$ cat config.mk
export PLATFORM = sky130hd
export DESIGN_NAME = rf_line_sequencer_flat
export DESIGN_NICKNAME = d
export VERILOG_FILES = /design/src/rtl/rf_line_sequencer_pkg.sv /design/src/rtl/rf_line_sequencer_if.sv /design/src/rtl/rf_skid_fifo.sv /design/src/rtl/rf_line_sequencer.sv /design/src/flat_wrapper.sv
export SDC_FILE = /design/constraint.sdc
export NUM_CORES = 1
export LEC_CHECK = 0
export BUFFER_PORTS_ARGS = -buffer_cell sky130_fd_sc_hd__buf_2
export CAP_MARGIN = 20
export CORE_UTILIZATION = 26
export CTS_CLUSTER_SIZE = 25
export DETAILED_ROUTE_END_ITERATION = 10
export SLEW_MARGIN = 20
export SYNTH_ARGS = -nofsm -noshare
export SYNTH_HDL_FRONTEND = slang
export SYNTH_SLANG_ARGS = --single-unit
$ cat constraint.sdc
create_clock -name clk -period 3.65 [get_ports clk]
set_clock_uncertainty 0.15 [all_clocks]
set_input_delay 0.9125 -clock clk [delete_from_list [all_inputs] [get_ports clk]]
set_output_delay 0.9125 -clock clk [all_outputs]
set_load 0.02 [all_outputs]
$ cat src/rtl/rf_line_sequencer_pkg.sv
// Shared constants, state encoding and beat payload for the RF line sequencer.
// The RF sample store is 24100 entries of 16 bits; addresses wrap after the last entry.
package rf_pkg;

    localparam int RF_DEPTH  = 24100;
    localparam int RF_DATA_W = 16;
    localparam int RF_ADDR_W = 15;

    localparam logic [RF_ADDR_W-1:0] RF_LAST_ADDR = RF_ADDR_W'(RF_DEPTH - 1);
    localparam logic [RF_ADDR_W-1:0] RF_DEPTH_A   = RF_ADDR_W'(RF_DEPTH);

    typedef enum logic [1:0] {
        ST_IDLE   = 2'd0,
        ST_STREAM = 2'd1,
        ST_DRAIN  = 2'd2,
        ST_GAP    = 2'd3
    } rf_state_t;

    typedef struct packed {
        logic [RF_DATA_W-1:0] data;
        logic                 last;
        logic [7:0]           line;
    } rf_beat_t;

    // Sequential read address with wrap from the last entry back to 0.
    function automatic logic [RF_ADDR_W-1:0] rf_next_addr(input logic [RF_ADDR_W-1:0] addr);
        logic [RF_ADDR_W-1:0] nxt;
        if (addr == RF_LAST_ADDR) begin
            nxt = '0;
        end else begin
            nxt = addr + RF_ADDR_W'(1);
        end
        return nxt;
    endfunction

endpackage

$ cat src/rtl/rf_line_sequencer_if.sv
// Memory read port and sample output stream of the RF line sequencer.
// master = sequencer side, slave = memory/downstream side.
interface rf_line_sequencer_if;
    import rf_pkg::*;

    logic                 mem_en;
    logic [RF_ADDR_W-1:0] mem_addr;
    logic [RF_DATA_W-1:0] mem_rdata;
    logic                 m_valid;
    logic                 m_ready;
    logic [RF_DATA_W-1:0] m_data;
    logic                 m_last;
    logic [7:0]           m_line;

    modport master (
        output mem_en,
        output mem_addr,
        input  mem_rdata,
        output m_valid,
        input  m_ready,
        output m_data,
        output m_last,
        output m_line
    );

    modport slave (
        input  mem_en,
        input  mem_addr,
        output mem_rdata,
        input  m_valid,
        output m_ready,
        input  m_data,
        input  m_last,
        input  m_line
    );

endinterface

$ cat src/rtl/rf_skid_fifo.sv
// Two-entry FIFO of sample beats; the head entry is held in a flop so the
// stream outputs come straight from registers. flush empties it in one cycle.
module rf_skid_fifo
    import rf_pkg::*;
(
    input  logic       clk,
    input  logic       reset,
    input  logic       flush,
    input  logic       push,
    input  rf_beat_t   push_beat,
    input  logic       pop,
    output rf_beat_t   head,
    output logic [1:0] count
);

    rf_beat_t   head_q, head_d;
    rf_beat_t   tail_q, tail_d;
    logic [1:0] count_q, count_d;
    logic       pop_s;
    logic       push_s;

    // Next-state of the two entries and the occupancy count.
    always_comb begin
        head_d  = head_q;
        tail_d  = tail_q;
        count_d = count_q;
        pop_s   = pop && (count_q != 2'd0);
        push_s  = push && ((count_q != 2'd2) || pop_s);
        if (flush) begin
            count_d = 2'd0;
        end else begin
            case ({push_s, pop_s})
                2'b10: begin
                    if (count_q == 2'd0) begin
                        head_d = push_beat;
                    end else begin
                        tail_d = push_beat;
                    end
                    count_d = count_q + 2'd1;
                end
                2'b01: begin
                    if (count_q == 2'd2) begin
                        head_d = tail_q;
                    end else begin
                        head_d = head_q;
                    end
                    count_d = count_q - 2'd1;
                end
                2'b11: begin
                    if (count_q == 2'd2) begin
                        head_d = tail_q;
                        tail_d = push_beat;
                    end else begin
                        head_d = push_beat;
                    end
                end
                default: begin
                    count_d = count_q;
                end
            endcase
        end
    end

    // Entry and count registers.
    always_ff @(posedge clk) begin
        if (reset) begin
            head_q  <= '0;
            tail_q  <= '0;
            count_q <= 2'd0;
        end else begin
            head_q  <= head_d;
            tail_q  <= tail_d;
            count_q <= count_d;
        end
    end

    assign head  = head_q;
    assign count = count_q;

endmodule

$ cat src/rtl/rf_line_sequencer.sv
// Triggered, back-pressured framing of RF store playback into receive lines.
// Reads are issued only while FIFO entries plus returning read data leave room.
module rf_line_sequencer
    import rf_pkg::*;
(
    input  logic                 clk,
    input  logic                 reset,
    input  logic                 start,
    input  logic                 abort,
    input  logic [RF_ADDR_W-1:0] cfg_base,
    input  logic [15:0]          cfg_line_len,
    input  logic [7:0]           cfg_num_lines,
    input  logic [7:0]           cfg_gap,
    rf_line_sequencer_if.master  bus,
    output logic                 busy,
    output logic                 done,
    output logic                 err
);

    rf_state_t            state_q, state_d;
    logic [RF_ADDR_W-1:0] addr_q, addr_d;
    logic [15:0]          line_len_q, line_len_d;
    logic [15:0]          issued_q, issued_d;
    logic [7:0]           num_lines_q, num_lines_d;
    logic [7:0]           gap_q, gap_d;
    logic [7:0]           gap_cnt_q, gap_cnt_d;
    logic [7:0]           issue_line_q, issue_line_d;
    logic                 pend_q, pend_d;
    logic                 pend_last_q, pend_last_d;
    logic [7:0]           pend_line_q, pend_line_d;
    logic                 err_q, err_d;
    logic                 done_q, done_d;

    logic [1:0]           fifo_count_s;
    rf_beat_t             head_s;
    rf_beat_t             push_beat_s;
    logic                 m_valid_s;
    logic                 pop_s;
    logic [2:0]           occ_s;
    logic                 issue_s;
    logic                 last_issue_s;
    logic                 last_hs_s;
    logic                 cfg_ok_s;

    assign m_valid_s    = (fifo_count_s != 2'd0);
    assign pop_s        = m_valid_s && bus.m_ready;
    assign occ_s        = {1'b0, fifo_count_s} + {2'b00, pend_q};
    // A beat leaving this cycle frees the slot the new read will eventually need.
    assign issue_s      = !abort && (state_q == ST_STREAM) && (pop_s || (occ_s < 3'd2));
    assign last_issue_s = (issued_q == (line_len_q - 16'd1));
    assign last_hs_s    = pop_s && head_s.last;
    assign cfg_ok_s     = (cfg_line_len != 16'd0) && (cfg_num_lines != 8'd0) &&
                          (cfg_base < RF_DEPTH_A);
    assign push_beat_s  = '{data: bus.mem_rdata, last: pend_last_q, line: pend_line_q};

    rf_skid_fifo u_fifo (
        .clk       (clk),
        .reset     (reset),
        .flush     (abort),
        .push      (pend_q),
        .push_beat (push_beat_s),
        .pop       (pop_s),
        .head      (head_s),
        .count     (fifo_count_s)
    );

    // Frame FSM with address, sample, line and gap counters.
    always_comb begin
        state_d      = state_q;
        addr_d       = addr_q;
        line_len_d   = line_len_q;
        issued_d     = issued_q;
        num_lines_d  = num_lines_q;
        gap_d        = gap_q;
        gap_cnt_d    = gap_cnt_q;
        issue_line_d = issue_line_q;
        err_d        = err_q;
        done_d       = 1'b0;
        pend_d       = issue_s;
        pend_last_d  = last_issue_s;
        pend_line_d  = issue_line_q;
        if (abort) begin
            state_d = ST_IDLE;
            pend_d  = 1'b0;
        end else begin
            case (state_q)
                ST_IDLE: begin
                    if (start) begin
                        if (cfg_ok_s) begin
                            state_d      = ST_STREAM;
                            err_d        = 1'b0;
                            addr_d       = cfg_base;
                            line_len_d   = cfg_line_len;
                            num_lines_d  = cfg_num_lines;
                            gap_d        = cfg_gap;
                            issued_d     = 16'd0;
                            issue_line_d = 8'd0;
                        end else begin
                            err_d = 1'b1;
                        end
                    end else begin
                        state_d = ST_IDLE;
                    end
                end
                ST_STREAM: begin
                    if (issue_s) begin
                        addr_d = rf_next_addr(addr_q);
                        if (last_issue_s) begin
                            issued_d     = 16'd0;
                            issue_line_d = issue_line_q + 8'd1;
                            state_d      = ST_DRAIN;
                        end else begin
                            issued_d = issued_q + 16'd1;
                        end
                    end else begin
                        state_d = ST_STREAM;
                    end
                end
                ST_DRAIN: begin
                    if (last_hs_s) begin
                        if (head_s.line == (num_lines_q - 8'd1)) begin
                            done_d  = 1'b1;
                            state_d = ST_IDLE;
                        end else if (gap_q == 8'd0) begin
                            state_d = ST_STREAM;
                        end else begin
                            gap_cnt_d = gap_q;
                            state_d   = ST_GAP;
                        end
                    end else begin
                        state_d = ST_DRAIN;
                    end
                end
                ST_GAP: begin
                    if (gap_cnt_q == 8'd1) begin
                        state_d = ST_STREAM;
                    end else begin
                        gap_cnt_d = gap_cnt_q - 8'd1;
                    end
                end
                default: begin
                    state_d = ST_IDLE;
                end
            endcase
        end
    end

    // Control and counter registers.
    always_ff @(posedge clk) begin
        if (reset) begin
            state_q      <= ST_IDLE;
            addr_q       <= '0;
            line_len_q   <= 16'd0;
            issued_q     <= 16'd0;
            num_lines_q  <= 8'd0;
            gap_q        <= 8'd0;
            gap_cnt_q    <= 8'd0;
            issue_line_q <= 8'd0;
            pend_q       <= 1'b0;
            pend_last_q  <= 1'b0;
            pend_line_q  <= 8'd0;
            err_q        <= 1'b0;
            done_q       <= 1'b0;
        end else begin
            state_q      <= state_d;
            addr_q       <= addr_d;
            line_len_q   <= line_len_d;
            issued_q     <= issued_d;
            num_lines_q  <= num_lines_d;
            gap_q        <= gap_d;
            gap_cnt_q    <= gap_cnt_d;
            issue_line_q <= issue_line_d;
            pend_q       <= pend_d;
            pend_last_q  <= pend_last_d;
            pend_line_q  <= pend_line_d;
            err_q        <= err_d;
            done_q       <= done_d;
        end
    end

    assign bus.mem_en   = issue_s;
    assign bus.mem_addr = addr_q;
    assign bus.m_valid  = m_valid_s;
    assign bus.m_data   = head_s.data;
    assign bus.m_last   = head_s.last;
    assign bus.m_line   = head_s.line;
    assign busy         = (state_q != ST_IDLE);
    assign done         = done_q;
    assign err          = err_q;

endmodule

$ cat src/flat_wrapper.sv
// flat-port wrapper written by rule: the top's interface ports become plain ports
module rf_line_sequencer_flat import rf_pkg::*;
  (clk, reset, start, abort, cfg_base, cfg_line_len, cfg_num_lines, cfg_gap, busy, done, err, bus_mem_en, bus_mem_addr, bus_mem_rdata, bus_m_valid, bus_m_ready, bus_m_data, bus_m_last, bus_m_line);
  rf_line_sequencer_if bus_i ();
  input  logic clk;
  input  logic reset;
  input  logic start;
  input  logic abort;
  input  logic [RF_ADDR_W-1:0] cfg_base;
  input  logic [15:0] cfg_line_len;
  input  logic [7:0] cfg_num_lines;
  input  logic [7:0] cfg_gap;
  output logic busy;
  output logic done;
  output logic err;
  output wire logic [$bits(bus_i.mem_en)-1:0] bus_mem_en;
  output wire logic [$bits(bus_i.mem_addr)-1:0] bus_mem_addr;
  input wire logic [$bits(bus_i.mem_rdata)-1:0] bus_mem_rdata;
  output wire logic [$bits(bus_i.m_valid)-1:0] bus_m_valid;
  input wire logic [$bits(bus_i.m_ready)-1:0] bus_m_ready;
  output wire logic [$bits(bus_i.m_data)-1:0] bus_m_data;
  output wire logic [$bits(bus_i.m_last)-1:0] bus_m_last;
  output wire logic [$bits(bus_i.m_line)-1:0] bus_m_line;
  assign bus_mem_en = bus_i.mem_en;
  assign bus_mem_addr = bus_i.mem_addr;
  assign bus_i.mem_rdata = bus_mem_rdata;
  assign bus_m_valid = bus_i.m_valid;
  assign bus_i.m_ready = bus_m_ready;
  assign bus_m_data = bus_i.m_data;
  assign bus_m_last = bus_i.m_last;
  assign bus_m_line = bus_i.m_line;
  rf_line_sequencer u_core (.clk(clk), .reset(reset), .start(start), .abort(abort), .cfg_base(cfg_base), .cfg_line_len(cfg_line_len), .cfg_num_lines(cfg_num_lines), .cfg_gap(cfg_gap), .bus(bus_i), .busy(busy), .done(done), .err(err));
endmodule
# Word-level counts from Yosys, hierarchy flattened
# Index checks and enable logic that the tools add are counted.
# totals
inputBits	68
wordCells	133
ff_bits	145
output_inout_bits	45
# op_classes
n_reduce_logical	33
order_cmp	2
eq_ne	27
n_mux	39
bitwise	3
addsub	9
# ops
cell	count
$mux W25	5
$pmux W25 S3	1
$mux W16	4
$mux W8	8
$mux W15	4
$pmux W25 S2	1
$pmux W16 S2	1
$pmux W8 S2	2
$pmux W15 S2	1
$ne A2 B2 Y1 const B	10
$add A16 B1 Y16 const B	1
$eq A16 B16 Y1	1
$mux W2	8
$reduce_bool A16 Y1	1
$sub A16 B1 Y16 const B	1
$sub A8 B1 Y8 const B	2
$add A15 B1 Y15 const B	1
$eq A15 B15 Y1 const B	1
$lt A15 B15 Y1 const B	1
$reduce_and A4 Y1	3
$reduce_and A6 Y1	2
$reduce_bool A2 Y1	6
$eq A2 B2 Y1 const B	5
$add A8 B1 Y8 const B	1
24 further kinds	42

# Longest topological paths before layout
# depth
word_depth	8
mapped_depth	11
depth_no_buf	9

# Cells and area by module
# From an unflattened synthesis, not the netlist that was laid out.
# unflattened
hier_cells	829
hier_area_um2	7457.2
# by_module_without_submodules
mod	area_each_um2	seq_area_each_um2	cells_each	instances
rf_line_sequencer	5117.4	1861.8	612	1
rf_skid_fifo	2339.7	1041.0	217	1

# Worst setup path before layout
# No wires, ideal clock.
# synth_path
kind	in2reg
from	input cfg_base[4]
to	register u_core.addr_q[9], in the netlist u_core.bus.mem_addr[9]
setup_ps	128
path_buffers	2
required_time_ps	3372
t_arrival_ps	2819
slack_ps	554
path_stages	8
cell_sequence	o31ai_1 -> a211oi_1 -> o41ai_1 -> clkbuf_1 -> clkbuf_1 -> o21ai_0 -> a221oi_1 -> nor2_1
# synth_between
elab_chain_cells	4
# synth_lines
item	line	source
start: declaration	flat_wrapper.sv:9	input logic [RF_ADDR_W-1:0] cfg_base;
$lt A15 B15 Y1	rf_line_sequencer.sv:53	(cfg_base < RF_DEPTH_A);
$logic_and A1 B1 Y1	rf_line_sequencer.sv:52	assign cfg_ok_s = (cfg_line_len != 16'd0) && (cfg_num_lines != 8'd0) &&
$ne A2 B1 Y1 (no source line)	n/a	
$reduce_and A5 Y1 (no source line)	n/a	
end signal: assignment	rf_line_sequencer.sv:166	addr_q <= addr_d;
end: declaration	rf_line_sequencer.sv:21	logic [RF_ADDR_W-1:0] addr_q, addr_d;
# No other way between the ends.
# A chain may end at the register's enable or synchronous reset.

# Final worst setup path
# layout_path
from	register u_core.line_len_q[0]
to	register u_core.state_q[0]
# layout_between
elab_chain_cells	4
# layout_lines
item	line	source
start: declaration	rf_line_sequencer.sv:22	logic [15:0] line_len_q, line_len_d;
start signal: assignment	rf_line_sequencer.sv:167	line_len_q <= line_len_d;
$sub A16 B1 Y16	rf_line_sequencer.sv:50	assign last_issue_s = (issued_q == (line_len_q - 16'd1));
$eq A16 B16 Y1	rf_line_sequencer.sv:50	
$ne A3 B2 Y1 (no source line)	n/a	
$reduce_and A3 Y1 (no source line)	n/a	
end signal: assignment	rf_line_sequencer.sv:165	state_q <= state_d;
end: declaration	rf_line_sequencer.sv:20	rf_state_t state_q, state_d;
# No other way between the ends.

==> results.md <==
- Status: completed
- Root Driver: clkbuf_16
- WP buf/inv: 2
- CTS Buffer Depth: 2
- Reg2reg start: u_core.line_len_q[0]
- Total global-route track usage: 0.141
- Hpwl dp: 14.2 mm
- TritonCTS Sinks: between 100 and 150
- Die Footprint: between 0.02 and 0.03 mm^2
- Yosys reg bits: 145
- CTS tree: done
- Post-synthesis sequential area ratio: 0.398
- Share of the synthesized area in the top cell type: 0.398
- Row count: 60
- Clock Latency Late Sink: between 0.4 and 0.5 ns
- Leading area contributor after synthesis: dfxtp_1
- Crit-path slowest cell: or4b_1
- Final WL: around 20 mm
- Final-report setup violation count: 0
- Largest net degree at the start of global routing: 54
- Grt ovf: 0
- Worst slew pin tran: 0.891 ns
- Ports: around 110
- CP endpoint kind: flop
- Reg2Reg Depth: 10
- DRC Markers: 0
- Startpoint types: flop
- H-tree depth: 4
- Ys flop type: dfxtp_1
- CP peak stage delay: around 0.57 ns
- Register area: a little under 0.003 mm^2
- Kind of critical path: reg -> reg
- CTS buffer count: 17
- Final hold slack: 0.324 ns
- Hold path cells: 2
- Final ANT Viol Nets: 0
- Routability cong.: about 0.87
- CP Cell Sequence: inv_1, ha_1, or4b_1, or4_1, a21o_1, a22oi_2, nand4_2, buf_4, or2_2, and3b_1
- Cell Pwr Density: 431 mW/mm^2
- Share of cells above drive strength 1: 0.180
- Min-delay worst type: reg -> reg
- Post-CTS setup buffers: 0
- Unique masters post-synth: slightly above 70
- Reg-to-Reg End: u_core.state_q[0]
- Syn Nets: 960
- CP arrival: 3.25 ns
- Max cap viols: 0
- Final Hold Viols: 0
- Nets: between 1000 and 1500
- Top cell family by delay on the critical path: simple AND/OR/NAND/NOR gates
- Antenna violations before repair: 0
- First-pass GRT wire length: approximately 32 mm
- Starting DRT DRC Count: between 400 and 500
- Number of global-route vias before repair: between 6000 and 7000
- Commonest cells post-synth: dfxtp_1 (145), nand2_1 (117), nor2_1 (89)
- Leakage power: about 3.6 nW
- Cell Area, Synth: between 0.007 and 0.008 mm^2
- Async SR Flop Fraction: 0
- Cells after Synth: 885
- Initial Util: 0.268
- Hold-fix buffers, CTS: 0
- Die height: about 170 um
- Final setup TNS: 0 ns
- Avg WL per Cell: about 14 um
- Syn Area/Cell: around 8 um^2
- Slew HR: 0.405
- Drt pass-1 iters: 5
- Die W: ~170 um
- CTS resizes: 0
- Max Freq: between 300 and 400 MHz
- Ant diodes: 0
- Core Area: 0.0273 mm^2
- Post-synth EDFFs: 0
- Via count: approximately 6600
- Top cells by area, synth: dfxtp_1 (40%), mux2i_1 (8.2%), nand2_1 (6.0%)
- Slew Viols, Final: 0
- FF-to-FF setup slack: roughly 0.57 ns
- HP Start: u_core.issue_line_q[7]
- Critical path depth in cells: 10
- Worst hold endpoint: u_core.issue_line_q[7]
- Top-count cell post-synth: dfxtp_1
- Layout Area Growth over Synthesis: 21.6%
- Yosys warns: 0
- Number of fill cells: roughly 2900
- Via/cell ratio: ~4.9
- RSZ-0062 raised after global routing: no
- IO Port Bufs: 112
- Final min period: between 3 and 4 ns
- Area occupied by multi-input gates: 0.00411 mm^2
- Total power: 3.82 mW
- Final Cycle Share: 0.845
- IR drop worst, VDD: around 0.28 mV
- Critical Path Fanout Max: 22
- Worst-path clk slew: approximately 0.070 ns
- CP Data Required Time: between 3 and 4 ns
## metrics by stage
stage                     setup WS [ns]  area, um^2  std cells   util
after CTS                         0.549        8870       1360  0.326
after global routing              0.386        8870       1360  0.326
after global placement            0.527        8270       1329  0.304
final                             0.567        8870       1360  0.326
after floorplan                   0.554        7300        885      -
after detailed placement          0.491        8270       1329  0.304
## placed cells by master (no fill, tap or decap), types with 21 or more instances in the layout
cell	netlist	routed
inv_1	22	22
dfxtp_1	145	145
nor2_1	89	88
and3_1	21	21
o21ai_0	28	28
mux2i_1	60	60
nand3_1	22	21
a21oi_1	54	53
nor3_1	22	22
buf_2	2	111
nand2_1	117	117
a211oi_1	28	28
## power by group
part	switching [mW]	internal (mW)
registers	0.0414	1.61
logic	0.221	0.149
clock network	0.741	1.06
total	1.00	2.82
## per-layer routing
| layer | part of all wire | wire length (um) | GRT usage | vias to the layer above |
|---|---|---|---|---|
| li1 | - | - | - | 3367 |
| met1 | 0.49 | 9710 | 0.194 | 3077 |
| met2 | 0.43 | 8360 | 0.210 | 165 |
| met3 | 0.062 | 1210 | 0.0354 | 24 |
| met4 | 0.019 | 370 | 0.0529 | 0 |
| met5 | 0 | 0 | 0 | - |
## kinds of logic after synthesis
logic type      Yosys count  synth area share
xor+xnor                 37            0.0444
mux                      63            0.0869
flops                   145             0.398
simple gates            368             0.247
fa+ha+maj                 7            0.0120
compound gates          183             0.168
buf+inv                  82            0.0441
## worst register-to-register path: cells and delay by family, from the launching register on
kind / cells / cell delay (ns)
compound gates: 2 / 0.32
flops: 1 / 0.35
buf+inv: 2 / 0.31
fa+ha+maj: 1 / 0.16
simple gates: 5 / 1.67
## state kept, by name, summed over array words and instances (netlist names)
name	flops
u_core.issue_line_q	8
u_core.line_len_q	16
u_core.num_lines_q	8
u_core.u_fifo.count	2
u_core.u_fifo.tail_q	25
u_core.pend_last_q	1
u_core.gap_cnt_q	8
u_core.state_q	2
u_core.bus.mem_addr	15
u_core.done	1
u_core.err	1
u_core.gap_q	8
u_core.issued_q	16
u_core.pend_q	1
u_core.pend_line_q	8
u_core.u_fifo.head	25
## final cells by class
class | instances | share of cell area
Multi-Input combinational cell | 658 | 0.463
Clock inverter | 12 | 0.0165
Inverter | 23 | 0.00973
Tap cell | 372 | 0.0525
Timing Repair Buffer | 131 | 0.0795
Clock buffer | 19 | 0.0511
Sequential cell | 145 | 0.327
## worst max path at each step
stage,from,end,slack [ns]
floorplan,cfg_base[4],u_core.bus.mem_addr[9],0.55
global placement,abort,u_core.issued_q[15],0.53
detailed placement,cfg_base[4],u_core.bus.mem_addr[12],0.49
CTS,u_core.line_len_q[0],u_core.state_q[0],0.55
global route,u_core.line_len_q[0],u_core.issue_line_q[2],0.39
finish,u_core.line_len_q[0],u_core.state_q[0],0.57
Power figures use the tool's default switching activity.
